==> src/rtl/analog_in_filter_pkg.sv <==
// Shared analog defaults and saturating helpers reused across analog blocks.
package analog_in_filter_pkg;

  localparam int ANA_BITS       = 16;
  localparam int ANA_LOG2_DEPTH = 3;
  localparam int ANA_HYST       = 64;

  // a - b, clamped at 0
  function automatic logic [31:0] sat0(input logic [31:0] a, input logic [31:0] b);
    return (a > b) ? (a - b) : 32'd0;
  endfunction

  // a + b, clamped at maxv
  function automatic logic [31:0] satmax(input logic [31:0] a, input logic [31:0] b,
                                         input logic [31:0] maxv);
    logic [32:0] s;
    s = {1'b0, a} + {1'b0, b};
    return (s > {1'b0, maxv}) ? maxv : s[31:0];
  endfunction

endpackage

==> src/rtl/analog_in_filter_ring_buffer.sv <==
// DEPTH x BITS sample ring; the entry at the write pointer is the oldest one.
module filt_ring_buffer
  import analog_in_filter_pkg::*;
#(
  parameter int BITS       = ANA_BITS,
  parameter int LOG2_DEPTH = ANA_LOG2_DEPTH
) (
  input  logic            clk,
  input  logic            rst,
  input  logic            wr_en,
  input  logic [BITS-1:0] wr_data,
  output logic [BITS-1:0] rd_old
);
  localparam int DEPTH = 1 << LOG2_DEPTH;

  logic [BITS-1:0]       r_mem [DEPTH];
  logic [LOG2_DEPTH-1:0] r_wr_ptr;

  // Storage is intentionally not reset; the parent's count masks stale data.
  always_ff @(posedge clk) begin
    if (wr_en) r_mem[r_wr_ptr] <= wr_data;
  end

  always_ff @(posedge clk) begin
    if (rst)        r_wr_ptr <= '0;
    else if (wr_en) r_wr_ptr <= r_wr_ptr + 1'b1;
  end

  assign rd_old = r_mem[r_wr_ptr];

endmodule

==> src/rtl/analog_in_filter.sv <==
// Moving-average filter with hysteretic hi/lo alarms.
// Optional min/max tracking of the filtered value under ANALOG_FILT_MINMAX_EN.
module analog_in_filter
  import analog_in_filter_pkg::*;
#(
  parameter int BITS       = ANA_BITS,
  parameter int LOG2_DEPTH = ANA_LOG2_DEPTH,
  parameter int HYST       = ANA_HYST
) (
  input  logic            clk,
  input  logic            rst,
  input  logic            sample_en,
  input  logic [BITS-1:0] sample_in,
  input  logic [BITS-1:0] hi_limit,
  input  logic [BITS-1:0] lo_limit,
  output logic [BITS-1:0] filt_out,
  output logic            filt_valid,
  output logic            primed,
  output logic            alarm_hi,
  output logic            alarm_lo
`ifdef ANALOG_FILT_MINMAX_EN
  ,
  input  logic            minmax_clr,
  output logic [BITS-1:0] min_out,
  output logic [BITS-1:0] max_out
`endif
);
  localparam int                AW       = BITS + LOG2_DEPTH;
  localparam logic [LOG2_DEPTH:0] CNT_FULL = (LOG2_DEPTH + 1)'(1 << LOG2_DEPTH);
  localparam logic [BITS-1:0]   VMAX     = {BITS{1'b1}};

  logic [LOG2_DEPTH:0] r_count;
  logic [AW-1:0]       r_acc;
  logic [BITS-1:0]     r_filt;
  logic                r_fv, r_primed, r_ahi, r_alo;

  logic [BITS-1:0]     w_rd_old, w_old, w_f, w_hi_clr, w_lo_clr;
  logic [AW-1:0]       w_acc_next;
  logic [LOG2_DEPTH:0] w_count_next;
  logic                w_full, w_fv;

  filt_ring_buffer #(.BITS(BITS), .LOG2_DEPTH(LOG2_DEPTH)) u_ring (
    .clk     (clk),
    .rst     (rst),
    .wr_en   (sample_en),
    .wr_data (sample_in),
    .rd_old  (w_rd_old)
  );

  assign w_full       = (r_count == CNT_FULL);
  assign w_old        = w_full ? w_rd_old : '0;
  // Intermediate sum may wrap, but the final value always fits in AW bits.
  assign w_acc_next   = r_acc + AW'(sample_in) - AW'(w_old);
  assign w_count_next = w_full ? r_count : r_count + 1'b1;
  assign w_f          = BITS'(w_acc_next >> LOG2_DEPTH);
  assign w_fv         = sample_en && (w_count_next == CNT_FULL);

  assign w_hi_clr = BITS'(sat0(32'(hi_limit), 32'(HYST)));
  assign w_lo_clr = BITS'(satmax(32'(lo_limit), 32'(HYST), 32'(VMAX)));

  always_ff @(posedge clk) begin
    if (rst) begin
      r_count  <= '0;
      r_acc    <= '0;
      r_filt   <= '0;
      r_fv     <= 1'b0;
      r_primed <= 1'b0;
      r_ahi    <= 1'b0;
      r_alo    <= 1'b0;
    end else begin
      r_fv <= w_fv;
      if (sample_en) begin
        r_count  <= w_count_next;
        r_acc    <= w_acc_next;
        r_filt   <= w_f;
        r_primed <= (w_count_next == CNT_FULL);
      end
      // Set and clear thresholds are disjoint, so set-first ordering is safe.
      if (w_fv) begin
        if (w_f >= hi_limit)      r_ahi <= 1'b1;
        else if (w_f < w_hi_clr)  r_ahi <= 1'b0;
        if (w_f <= lo_limit)      r_alo <= 1'b1;
        else if (w_f > w_lo_clr)  r_alo <= 1'b0;
      end
    end
  end

  assign filt_out   = r_filt;
  assign filt_valid = r_fv;
  assign primed     = r_primed;
  assign alarm_hi   = r_ahi;
  assign alarm_lo   = r_alo;

`ifdef ANALOG_FILT_MINMAX_EN
  logic [BITS-1:0] r_min, r_max;

  always_ff @(posedge clk) begin
    if (rst) begin
      r_min <= VMAX;
      r_max <= '0;
    end else if (minmax_clr) begin
      r_min <= w_fv ? w_f : VMAX;
      r_max <= w_fv ? w_f : '0;
    end else if (w_fv) begin
      if (w_f < r_min) r_min <= w_f;
      if (w_f > r_max) r_max <= w_f;
    end
  end

  assign min_out = r_min;
  assign max_out = r_max;
`endif

endmodule

==> config.mk <==
export PLATFORM = sky130hd
export DESIGN_NAME = analog_in_filter
export DESIGN_NICKNAME = d
export VERILOG_FILES = /design/src/rtl/analog_in_filter_pkg.sv /design/src/rtl/analog_in_filter_ring_buffer.sv /design/src/rtl/analog_in_filter.sv
export SDC_FILE = /design/constraint.sdc
export NUM_CORES = 1
export LEC_CHECK = 0
export BUFFER_PORTS_ARGS = -buffer_cell sky130_fd_sc_hd__buf_2
export CAP_MARGIN = 10
export CORE_AREA = 2 2 163 165
export CTS_BUF_LIST = sky130_fd_sc_hd__clkbuf_4 sky130_fd_sc_hd__clkbuf_8
export DETAILED_ROUTE_END_ITERATION = 10
export DIE_AREA = 0 0 165 167
export SLEW_MARGIN = 10
export SYNTH_ARGS = -nofsm -noshare
export SYNTH_HDL_FRONTEND = slang
export SYNTH_HIERARCHICAL = 1
export SYNTH_SLANG_ARGS = --single-unit
export TNS_END_PERCENT = 10
==> constraint.sdc <==
create_clock -name clk -period 9.9 [get_ports clk]
set_input_delay 0.99 -clock clk [delete_from_list [all_inputs] [get_ports clk]]
set_output_delay 0.99 -clock clk [all_outputs]
set_load 0.005 [all_outputs]
## Word-level counts from Yosys, hierarchy flattened

Memory sizes are Yosys's and may differ from the RTL's. A register that Yosys moved wholly into a read port is not among the register bits.
Cells that the tools add are included.

- Register bits after elaboration: 46
- Bits in latches: 0
- Bits in writable memories: 128
- Bits in read-only memories: 0
- Input bits: 51
- Output and inout port bits: 20
- Logic and storage cells: 40
- Memories kept: 1

- $add $sub $neg: 6
- Multipliers: 0
- Divide/modulo/power cells: 0
- Order comparisons: 6
- Eq/ne operators: 2
- Shift-type cells: 0
- Multiplexer cells: 12
- Bitwise logic cells: 0
- Reductions and logical operators: 5

Memory list:

| name | depth | bits a word | read ports | clocked after Yosys merged registers in | write ports | line | RTL |
|---|---|---|---|---|---|---|---|
| u_ring.r_mem | 8 | 16 | 1 | 1 | 1 | analog_in_filter_ring_buffer.sv:16 | `logic [BITS-1:0] r_mem [DEPTH];` |

Operators by type and width:

| operator | count |
|---|---|
| 2-to-1 mux 16 bit | 3 |
| adder 19 x 16 -> 19 bit | 1 |
| subtractor 19 x 16 -> 19 bit | 1 |
| adder 16 x 7 -> 17 bit (second input constant) | 1 |
| greater-than comparator 17 x 16 -> 1 bit (second input constant) | 1 |
| >= comparator 16 bit | 1 |
| greater-than comparator 16 bit | 1 |
| greater-than comparator 16 x 7 -> 1 bit (second input constant) | 1 |
| less-or-equal comparator 16 bit | 1 |
| < comparator 16 bit | 1 |
| subtractor 16 x 7 -> 16 bit (second input constant) | 1 |
| equality test 4 bit (second input constant) | 2 |
| 2-to-1 mux 1 bit | 6 |
| 2-to-1 mux 3 bit | 2 |
| adder 4 x 1 -> 4 bit (second input constant) | 1 |
| 2-to-1 mux 4 bit | 1 |
| AND reduction 2 bit | 2 |
| nonzero test 2 bit | 2 |
| adder 3 x 1 -> 3 bit (second input constant) | 1 |
| logical AND 1 bit | 1 |

## Longest topological paths before layout

Gate-level depths: netlist of run 1.

- Depth after elaboration: 6
- Mapped depth: 28
- Gate-level depth less buffers: 27

## Cells and area by module

Netlist of run 1, hierarchy kept.

Modules (own cells, without submodules):

| module | instances | cells each | area each (µm²) | sequential area each (µm²) |
|---|---|---|---|---|
| filt_ring_buffer | 1 | 213 | 5158.7 | 3963.8 |
| analog_in_filter | 1 | 667 | 5043.6 | 540.5 |

## Worst setup path after synthesis of run 1

Ideal clock, no wire load.

- Path kind: register -> register
- Start: reg (tool-made name)
- End: reg r_ahi (netlist: alarm_hi)
- Setup time: 0.128 ns
- Arrival: 5.541 ns
- Required time: 9.772 ns
- Path slack: 4.231 ns
- Stages on the path, launching flop included: 26
- Path buffers: 3
- Period minus slack after synthesis: 5.669 ns
- Path through: dfxtp_1 -> buf_6 -> buf_6 -> mux4_1 -> mux2_2 -> and2_1 -> fa_1 -> inv_1 -> ha_1 -> a21o_1 -> a221o_1 -> o311ai_4 -> a21boi_2 -> or3_4 -> and2_1 -> buf_2 -> ha_1 -> a21o_1 -> a211oi_1 -> a21oi_1 -> o21ai_0 -> nor2_1 -> a211oi_1 -> a21oi_1 -> o21ai_0 -> nand4_1

RTL lines:

| element | line | RTL |
|---|---|---|
| end signal, assigned | analog_in_filter.sv:68 | `r_ahi <= 1'b0;` |
| end signal, assigned | analog_in_filter.sv:80 | `if (w_f >= hi_limit) r_ahi <= 1'b1;` |
| end signal, assigned | analog_in_filter.sv:81 | `else if (w_f < w_hi_clr) r_ahi <= 1'b0;` |
| end, declared | analog_in_filter.sv:35 | `logic r_fv, r_primed, r_ahi, r_alo;` |

==> results_dict.tcl, run 1 <==
set metrics [dict create \
    tritoncts "done" \
    max_freq_mhz 154 \
    die_area_um2 27600 \
    die_h_um 167 \
    holdWs_ns 0.478 \
    whs_path_depth 2 \
    nNetsFinal 1084 \
    setup_viol 0 \
    rows 59 \
    dpl_worst_slack_ns 3.35 \
    criticalPathCategory "reg -> reg" \
    finClkSkew_ns 0.0203 \
    min_from "primed" \
    crit_arrival_ns 6.85 \
    cts_made_buffers 17 \
    cts.sinks 161 \
    overflow 0 \
    via_per_inst 5.27 \
    synth_edf_count 128 \
    synthFlopType "edfxtp_1" \
    clockRootBuffer "clkbuf_8" \
    ys_ff_latch 161 \
    holdBufCountCts 0 \
    multiInputGateArea_um2 5010 \
    antenna_found_initial 0 \
    hold_viol_final 0 \
    drv_slew 0 \
    vdd_drop_max_mv 0.115 \
    min_to "primed" \
    async_flop_share_pct 0 \
    fin_area_um2 11200 \
    htree_levels 4 \
    cts-resized-gates 0 \
    antenna_cells 0 \
    synth_warnings 6 \
    fill_cells 2391 \
    grt_pass1_wl_um 36000 \
    power.density_nw_per_um2 262 \
    seqCellArea_um2 4510 \
    postCtsSetupBuffers 0 \
    synth_area_per_cell_um2 11.6 \
    start_kind "register" \
    clock_latency_ns 0.46 \
    cts.clk_slew.worst_paths_ns 0.10 \
    drt_iter0_markers 478 \
    start_util_pct 39.6 \
    ant_nets 0 \
    syn2layout_area_growth_pct 9.80 \
    postRouteWirelength_um 23200 \
    min_period_over_period_pct 65.8 \
    die_x_um 165 \
    cap_violations 0 \
    yosysSeqAreaShare_pct 44.2 \
    ys_types 74 \
    synth_largest_area_cell "edfxtp_1" \
    synthCells 880 \
    ff2ff_path_depth 24 \
    io_pins 71 \
    dpl_cell_area_um2 10800 \
    place_hpwl_um 17500 \
    clk_path_buf_depth 2 \
    routedWlPerCell_um 18.1 \
    rsz0062_at_grt "false" \
    syn-num-nets 1026 \
    status "completed" \
    gr-usage-all-layers_pct 17.2 \
    required_ns 10.24 \
    num_vias 6775 \
    leakage_nw 4.51 \
    synth_area_um2 10200 \
    setup_tns_ns 0 \
    first_pass_iters 5 \
    grt_max_degree 35 \
    timing.final.crit_period_ns 6.51 \
    r2r_end "alarm_hi" \
    setup_slack_ns 3.39 \
    relSlewSlack_pct 23.9 \
    hold_class "reg -> reg" \
    cp-end-kind "register" \
    rrSetupSlack_ns 3.39 \
    first_global_vias 6607 \
    routabilityCongestion 0.853 \
    final_core_util_pct 43.5 \
    synth_top_area_share_pct 37.7 \
    synthTopCellsByArea "edfxtp_1, ha_1, mux4_1" \
    worst-path-max-fanout 32 \
    tightest_slew_ns 1.14 \
    post-route-drc-count 0 \
    port_buffers 70 \
    coreArea_um2 25800 \
    drive_above_1_share_pct 16.8 \
]
-- placed cells by master (no fill, tap or decap), types with 3 or more instances in the layout --
master,netlist,final
edfxtp_1,128,128
inv_1,108,108
ha_1,79,79
buf_2,3,70
nor2_1,60,60
a21oi_1,40,40
nand2_1,36,36
dfxtp_1,33,32
mux4_1,28,28
nand3_1,23,23
o21ai_0,22,22
nor3_1,23,21
and2_1,21,21
mux2i_1,21,21
xnor2_1,19,19
nand2b_1,17,17
clkbuf_8,1,17
fa_1,16,16
mux2_2,16,16
xor2_1,13,13
o21a_1,12,12
nand4_1,12,12
buf_4,16,12
a211oi_1,9,9
o211ai_1,9,9
a21o_1,9,9
nor2b_1,7,7
a31oi_1,7,7
inv_6,1,5
o21bai_1,4,4
nor4_1,4,4
clkinvlp_4,0,4
mux4_2,4,4
o2111ai_1,3,3
nand4b_1,3,3
maj3_1,3,3
-- cells in the mapped netlist, drive strengths merged, types with 3 or more instances --
master	number
nor2	60
o21ai	23
buf	31
maj3	3
edfxtp	128
mux2i	21
o21bai	4
fa	16
nand4b	3
a21oi	40
nand3	23
nand2b	17
nor4	4
a31oi	7
nor3	24
o21a	12
nand4	12
mux2	16
and4	4
nand2	36
nor2b	7
and3	3
o211ai	11
a21o	10
clkbuf	12
o2111ai	3
or3	3
xor2	13
dfxtp	33
inv	109
xnor2	19
mux4	32
a211oi	9
ha	79
o31ai	4
and2	22
-- critical path, cell delays in order, from the launching register on --
cell	delay (ns)
dfxtp_2	0.97
mux4_1	0.66
mux2_2	0.27
and2_1	0.15
fa_1	0.47
inv_1	0.07
fa_1	0.46
a21oi_1	0.25
o211ai_2	0.19
o211ai_2	0.29
a21oi_1	0.12
o21a_1	0.19
o21ai_0	0.15
nand2b_1	0.07
a21o_1	0.18
xnor2_1	0.48
ha_1	0.33
o21ai_0	0.08
a21oi_1	0.05
o21ai_0	0.21
nor2_1	0.08
a211oi_1	0.29
a21oi_1	0.10
o21ai_0	0.18
nand4_1	0.10
-- through the flow --
step / cells / power, mW
final: 1286 / 2.93
after CTS: 1286 / 2.95
after global routing: 1286 / 3.20
after floorplan: 880 / 2.05
after detailed placement: 1254 / 2.44
after global placement: 1254 / 2.43
-- state kept, by name, summed over array words and instances (netlist names), named ones only --
name	flops
r_acc	19
filt_valid	1
u_ring/r_mem	128
u_ring/r_wr_ptr	3
r_count	4
primed	1
alarm_lo	1
alarm_hi	1
-- how the worst max path moves through the flow --
stage,slack [ns],startpoint,cells after the start,endpoint
after floorplan,4.23,register,25,alarm_hi
after global placement,3.45,register,24,alarm_hi
after detailed placement,3.35,register,24,alarm_hi
after CTS,3.31,register,24,alarm_hi
after global routing,2.87,register,24,alarm_hi
final,3.39,register,24,alarm_hi
-- where the power goes --
part / switching [mW] / internal, mW / total, mW
Clock: 0.266 / 0.235 / 0.501
Sequential: 0.0402 / 0.770 / 0.810
Combinational: 0.947 / 0.675 / 1.62
-- cell type report --
class | count | area share, %
Clock buffer | 18 | 2.16
Clock inverter | 14 | 1.51
Sequential cell | 161 | 40.2
Multi-Input combinational cell | 567 | 44.7
Tap cell | 335 | 3.74
Timing Repair Buffer | 82 | 3.93
Inverter | 109 | 3.70
-- logic make-up after synthesis --
logic type / synth area share (%)
and+or+nand+nor: 11.4
DFF: 44.2
adders and majority gates: 13.1
muxes: 11.9
xor gates and xnor gates: 2.97
buffers and inverters: 6.82
AOI/OAI and AO/OA: 9.66
-- per-layer routing --
metal	vias up	global-route usage (%)	part of all wire, %
li1	3327	-	-
met1	3269	23.4	46
met2	161	28.7	48
met3	18	2.27	5.0
met4	0	4.84	1.0
met5	-	0	0
(Power assumes the default switching activity.)
==> run 2, diff against run 1 <==
--- a/config.mk
+++ b/config.mk
@@ -5,12 +5,13 @@
 export SDC_FILE = /design/constraint.sdc
 export NUM_CORES = 1
 export LEC_CHECK = 0
+export ABC_AREA = 1
 export BUFFER_PORTS_ARGS = -buffer_cell sky130_fd_sc_hd__buf_2
 export CAP_MARGIN = 10
-export CORE_AREA = 2 2 163 165
+export CORE_AREA = 2 2 170 172
 export CTS_BUF_LIST = sky130_fd_sc_hd__clkbuf_4 sky130_fd_sc_hd__clkbuf_8
 export DETAILED_ROUTE_END_ITERATION = 10
-export DIE_AREA = 0 0 165 167
+export DIE_AREA = 0 0 172 174
 export SLEW_MARGIN = 10
 export SYNTH_ARGS = -nofsm -noshare
 export SYNTH_HDL_FRONTEND = slang
==> constraint.sdc (replaced) <==
create_clock -name clk -period 5.3 [get_ports clk]
set_input_delay 0.53 -clock clk [delete_from_list [all_inputs] [get_ports clk]]
set_output_delay 0.53 -clock clk [all_outputs]
set_load 0.005 [all_outputs]
==> run 2 against run 1 <==
Non-clock buffer count up 12. Sequential power up 80%. Critical endpoint unchanged. Via count up 30%. Register-to-register slack worse by 2.8 ns. Maximum frequency up 39%. Synthesized cell count up 61%. First-iteration DRC count up 19%. Sequential share of layout area down 3.1 points. Die area up 8.6%.
==> results_dict.tcl, run 2 <==
set metrics [dict create \
    status "completed" \
    timing.final.crit_period_ns 4.70 \
    port_buffers 70 \
    path_common_cell "nand2_1" \
    layout_common_cells "nand2_1, inv_1, edfxtp_1, nand3_1, nor2_1" \
    reg_top3 "u_ring/r_mem x128, r_acc x19, r_count x4" \
    ys_types 43 \
    first_pass_iters 5 \
    p_switching_mw 2.18 \
    largest_register "u_ring/r_mem" \
    p_seq_share_pct 29.3 \
    grt_pass1_wl_um 43700 \
    ys_ff_latch 161 \
    leakage_nw 6.18 \
    synth_top_area_share_pct 34.7 \
    synth_area_um2 11100 \
    async_flop_share_pct 0 \
    nNetsFinal 1621 \
    drive_above_1_share_pct 12.5 \
    cap_violations 0 \
    tritoncts "done" \
    synthCells 1413 \
    synth_most_common_cell "nand2_1" \
    synth_edf_count 128 \
    setup_viol 0 \
    criticalPathCategory "reg -> reg" \
    start_kind "register" \
    largest_reg_flops 128 \
    finalPower_mw 5.00 \
    ant_nets 0 \
    start_util_pct 39.2 \
    tightest_slew_ns 1.17 \
    final_core_util_pct 43.0 \
    crit_arrival_ns 5.08 \
    rsz0062_at_grt "false" \
    vdd_drop_max_mv 0.191 \
    clock_latency_ns 0.45 \
    antenna_cells 0 \
    clockRootBuffer "clkbuf_8" \
    fin_cells 1872 \
    htree_levels 4 \
    synth_largest_area_cell "edfxtp_1" \
    placed_cells 1840 \
    fin_area_um2 12100 \
    via_per_inst 4.72 \
    first_global_vias 8635 \
    holdBufCountCts 0 \
    cp-end-kind "register" \
    synthTopCellsByCount "nand2_1, inv_1, edfxtp_1" \
    num_vias 8827 \
    yosysSeqAreaShare_pct 40.7 \
    syn-num-nets 1559 \
    cts.sinks 161 \
    clkPwrFrac_pct 17.6 \
    hold_class "in -> reg" \
    finClkSkew_ns 0.0136 \
    power.density_nw_per_um2 412 \
    rows 62 \
    synth_warnings 6 \
    synthFlopType "edfxtp_1" \
    drv_slew 0 \
    clk_path_buf_depth 2 \
    antenna_found_initial 0 \
    cts_made_buffers 17 \
    io_pins 71 \
    dpl_cell_area_um2 11700 \
    min_period_over_period_pct 88.7 \
    worst-path-max-fanout 52 \
    required_ns 5.68 \
    drt_iter0_markers 570 \
    grt_max_degree 65 \
    intPower_mw 2.82 \
    switching_share_pct 43.6 \
    mostFrequentLayoutCell "nand2_1" \
    coreArea_um2 28200 \
    routabilityCongestion 0.893 \
    routedWlPerCell_um 14.3 \
    postCtsSetupBuffers 0 \
    cts.clk_slew.worst_paths_ns 0.08 \
    synthTopCellsByArea "edfxtp_1, nand2_1, inv_1" \
    slowest_stage "fa_1" \
    syn2layout_area_growth_pct 9.69 \
    post-route-drc-count 0 \
    die_x_um 172 \
    slowest_delay_ns 0.48 \
    relSlewSlack_pct 21.5 \
    cts-resized-gates 0 \
    place_hpwl_um 20000 \
    crit_family "adder cells" \
    die_area_um2 29900 \
    postRouteWirelength_um 26800 \
    gr-usage-all-layers_pct 18.7 \
    path_buf_inv 5 \
    die_h_um 174 \
    synth_area_per_cell_um2 7.83 \
    hold_viol_final 0 \
    overflow 0 \
    max_freq_mhz 213 \
    combPwrFrac_pct 53.1 \
    setup_tns_ns 0 \
]
run 2: cell families after synthesis:
logic type      synth area share, %
buf+inv                        14.2
xor+xnor                       1.58
fa+ha+maj                      11.8
flops                          40.7
compound gates                 6.13
simple gates                   25.6
run 2: worst paths after layout:
path,start,end,slack [ns],cells after the start
worst max-delay path,register,alarm_hi,0.60,29
worst min-delay path,sample_in[13],u_ring/r_mem[0][13],0.36,1
worst max register to register,register,alarm_hi,0.60,29
worst min register to register,r_acc[0],r_acc[0],0.47,2
run 2: area by class of cell:
class	instances	area, µm²
Tap cell	384	480
Clock buffer	22	284
Multi-Input combinational cell	877	4990
Inverter	324	1220
Fill cell	2948	16100
Clock inverter	10	103
Sequential cell	161	4510
Timing Repair Buffer	94	556
run 2: power groups by stage:
stage	sequential, mW	clock [mW]	combinational (mW)
2_1_floorplan	1.48	0	1.95
3_3_place_gp	1.49	0	2.59
3_5_place_dp	1.49	0	2.65
4_1_cts	1.46	0.903	2.67
5_1_grt	1.47	0.951	3.06
6_report	1.46	0.881	2.66
run 2: worst register-to-register path: cells and delay by family, from the launching register on:
family | cells | cell delay [ns]
AO/OA/AOI/OAI | 5 | 1.08
XOR/XNOR | 1 | 0.16
adder cells (fa/ha/maj) | 3 | 1.16
buffers and inverters | 5 | 0.69
flip-flops | 1 | 0.34
AND/OR/NAND/NOR | 15 | 1.18
run 2: layer usage:
layer	share of wire, %	vias up	routed length [µm]	GRT usage [%]
li1	-	4547	-	-
met2	47	213	12600	31.4
met4	1.2	0	323	4.90
met1	47	4042	12600	25.4
met3	4.7	25	1250	2.37
met5	0	-	0	0
run 2: through the flow:
step                setup slack, ns  hold slack, ns
floorplan                      1.03           0.439
global placement              0.672           0.453
detailed placement            0.629           0.460
CTS                           0.576           0.337
global route                 0.0145           0.357
finish                        0.601           0.362
==> run 3, diff against run 2 <==
--- a/config.mk
+++ b/config.mk
@@ -9,7 +9,6 @@
 export BUFFER_PORTS_ARGS = -buffer_cell sky130_fd_sc_hd__buf_2
 export CAP_MARGIN = 10
 export CORE_AREA = 2 2 170 172
-export CTS_BUF_LIST = sky130_fd_sc_hd__clkbuf_4 sky130_fd_sc_hd__clkbuf_8
 export DETAILED_ROUTE_END_ITERATION = 10
 export DIE_AREA = 0 0 172 174
 export SLEW_MARGIN = 10
==> run 3 against run 2 <==
Wire length rose by 0.79%. Non-clock buffer count did not move. Sequential share of layout area fell by 0.54 points. Clock power rose by 34%. Flip-flop and latch count did not move. Count of clock-buffer cells in the layout did not move. Die area did not move. Critical path type unchanged.
==> results_dict.tcl, run 3 (synthesis gave the netlist of run 2 again) <==
set metrics [dict create \
    antenna_found_initial 0 \
    slowest_stage "fa_1" \
    crit_arrival_ns 5.07 \
    routabilityCongestion 0.893 \
    setup_viol 0 \
    status "completed" \
    drv_slew 0 \
    setup_tns_ns 0 \
    first_global_vias 8659 \
    hold_class "in -> reg" \
    required_ns 5.67 \
    final_core_util_pct 43.6 \
    postCtsSetupBuffers 0 \
    holdWs_ns 0.400 \
    power.density_nw_per_um2 431 \
    fill_cells 2919 \
    antenna_cells 0 \
    rsz0062_at_grt "false" \
    slowest_delay_ns 0.48 \
    cp-end-kind "register" \
    vdd_drop_max_mv 0.192 \
    rows 62 \
    ant_nets 0 \
    die_x_um 172 \
    top_layer "met4" \
    drt_iter0_markers 585 \
    holdBufCountCts 0 \
    fin_cells 1872 \
    timing.final.crit_period_ns 4.70 \
    largest_register "u_ring/r_mem" \
    min_period_over_period_pct 88.7 \
    tightest_slew_ns 1.20 \
    seqCellArea_um2 4510 \
    grt_max_degree 65 \
    routedWlPerCell_um 14.4 \
    finClkSkew_ns 0.00915 \
    leakage_nw 6.25 \
    tritoncts "done" \
    path_common_cell "nand2_1" \
    wl_met2_um 12900 \
    setup_slack_ns 0.601 \
    cts_made_buffers 17 \
    port_buffers 70 \
    drive_above_1_share_pct 12.3 \
    start_kind "register" \
    relSlewSlack_pct 19.5 \
    num_vias 8846 \
    clk_path_buf_depth 2 \
    start_util_pct 39.2 \
    io_pins 71 \
    post-route-drc-count 0 \
    layout_common_cells "nand2_1, inv_1, edfxtp_1, nand3_1, nor2_1" \
    clock_latency_ns 0.42 \
    largest_reg_flops 128 \
    route.met3.wl_um 1260 \
    drt-met1-wl_um 12600 \
    coreArea_um2 28200 \
    hold_viol_final 0 \
    first_pass_iters 7 \
    max_freq_mhz 213 \
    reg_top3 "u_ring/r_mem x128, r_acc x19, r_count x4" \
    htree_levels 4 \
    grt_pass1_wl_um 43900 \
    placed_cells 1840 \
    cts.clk_slew.worst_paths_ns 0.06 \
    criticalPathCategory "reg -> reg" \
    multiInputGateArea_um2 4990 \
    mostFrequentLayoutCell "nand2_1" \
    dpl_worst_slack_ns 0.629 \
    nNetsFinal 1621 \
    postRouteWirelength_um 27000 \
    overflow 0 \
    die_area_um2 29900 \
    place_hpwl_um 20000 \
    worst-path-max-fanout 52 \
    syn2layout_area_growth_pct 11.3 \
    cts.sinks 161 \
    clockRootBuffer "clkbuf_16" \
    via_per_inst 4.73 \
    cap_violations 0 \
    cts-resized-gates 0 \
    die_h_um 174 \
    gr-usage-all-layers_pct 18.7 \
]
run 3: cell counts in the layout (fill, tap and decap cells not counted):
No cell type changed its count.
run 3: per-stage QoR:
step                power [mW]  instance area (µm²)
floorplan                 3.43                11100
global placement          4.08                11700
detailed placement        4.14                11700
CTS                       5.34                12300
global route              5.79                12300
finish                    5.31                12300
run 3: power breakdown:
| part | leakage, nW | switching, mW | internal (mW) |
|---|---|---|---|
| registers | 1.44 | 0.0369 | 1.43 |
| logic | 4.55 | 1.69 | 0.975 |
| clock network | 0.271 | 0.505 | 0.677 |
| total | 6.25 | 2.23 | 3.08 |
run 3: critical path: cells and delay by family, from the launching register on:
family | cells | cell delay, ns
buffers and inverters | 5 | 0.69
and+or+nand+nor | 15 | 0.99
DFF | 1 | 0.34
adders and majority gates | 3 | 1.17
AOI/OAI and AO/OA | 6 | 1.27
xor gates and xnor gates | 1 | 0.16
run 3: path summary, 6_finish.rpt:
path	startpoint	to	slack, ns	cells after the start
worst max-delay path	register	alarm_lo	0.60	30
worst min-delay path	sample_in[13]	u_ring/r_mem[1][13]	0.40	1
worst max register to register	register	alarm_lo	0.60	30
worst min register to register	r_acc[0]	r_acc[0]	0.47	2
run 3: metal layers:
metal,vias up,track usage [%]
met3,26,2.50
met2,211,31.5
li1,4549,-
met1,4060,25.5
met4,0,4.59
met5,-,0
run 3: layout make-up:
type / count / share of cell area, %
Clock inverter: 10 / 0.833
Sequential cell: 161 / 36.6
Inverter: 324 / 9.88
Multi-Input combinational cell: 877 / 40.5
Tap cell: 384 / 3.90
Clock buffer: 22 / 3.77
Timing Repair Buffer: 94 / 4.51
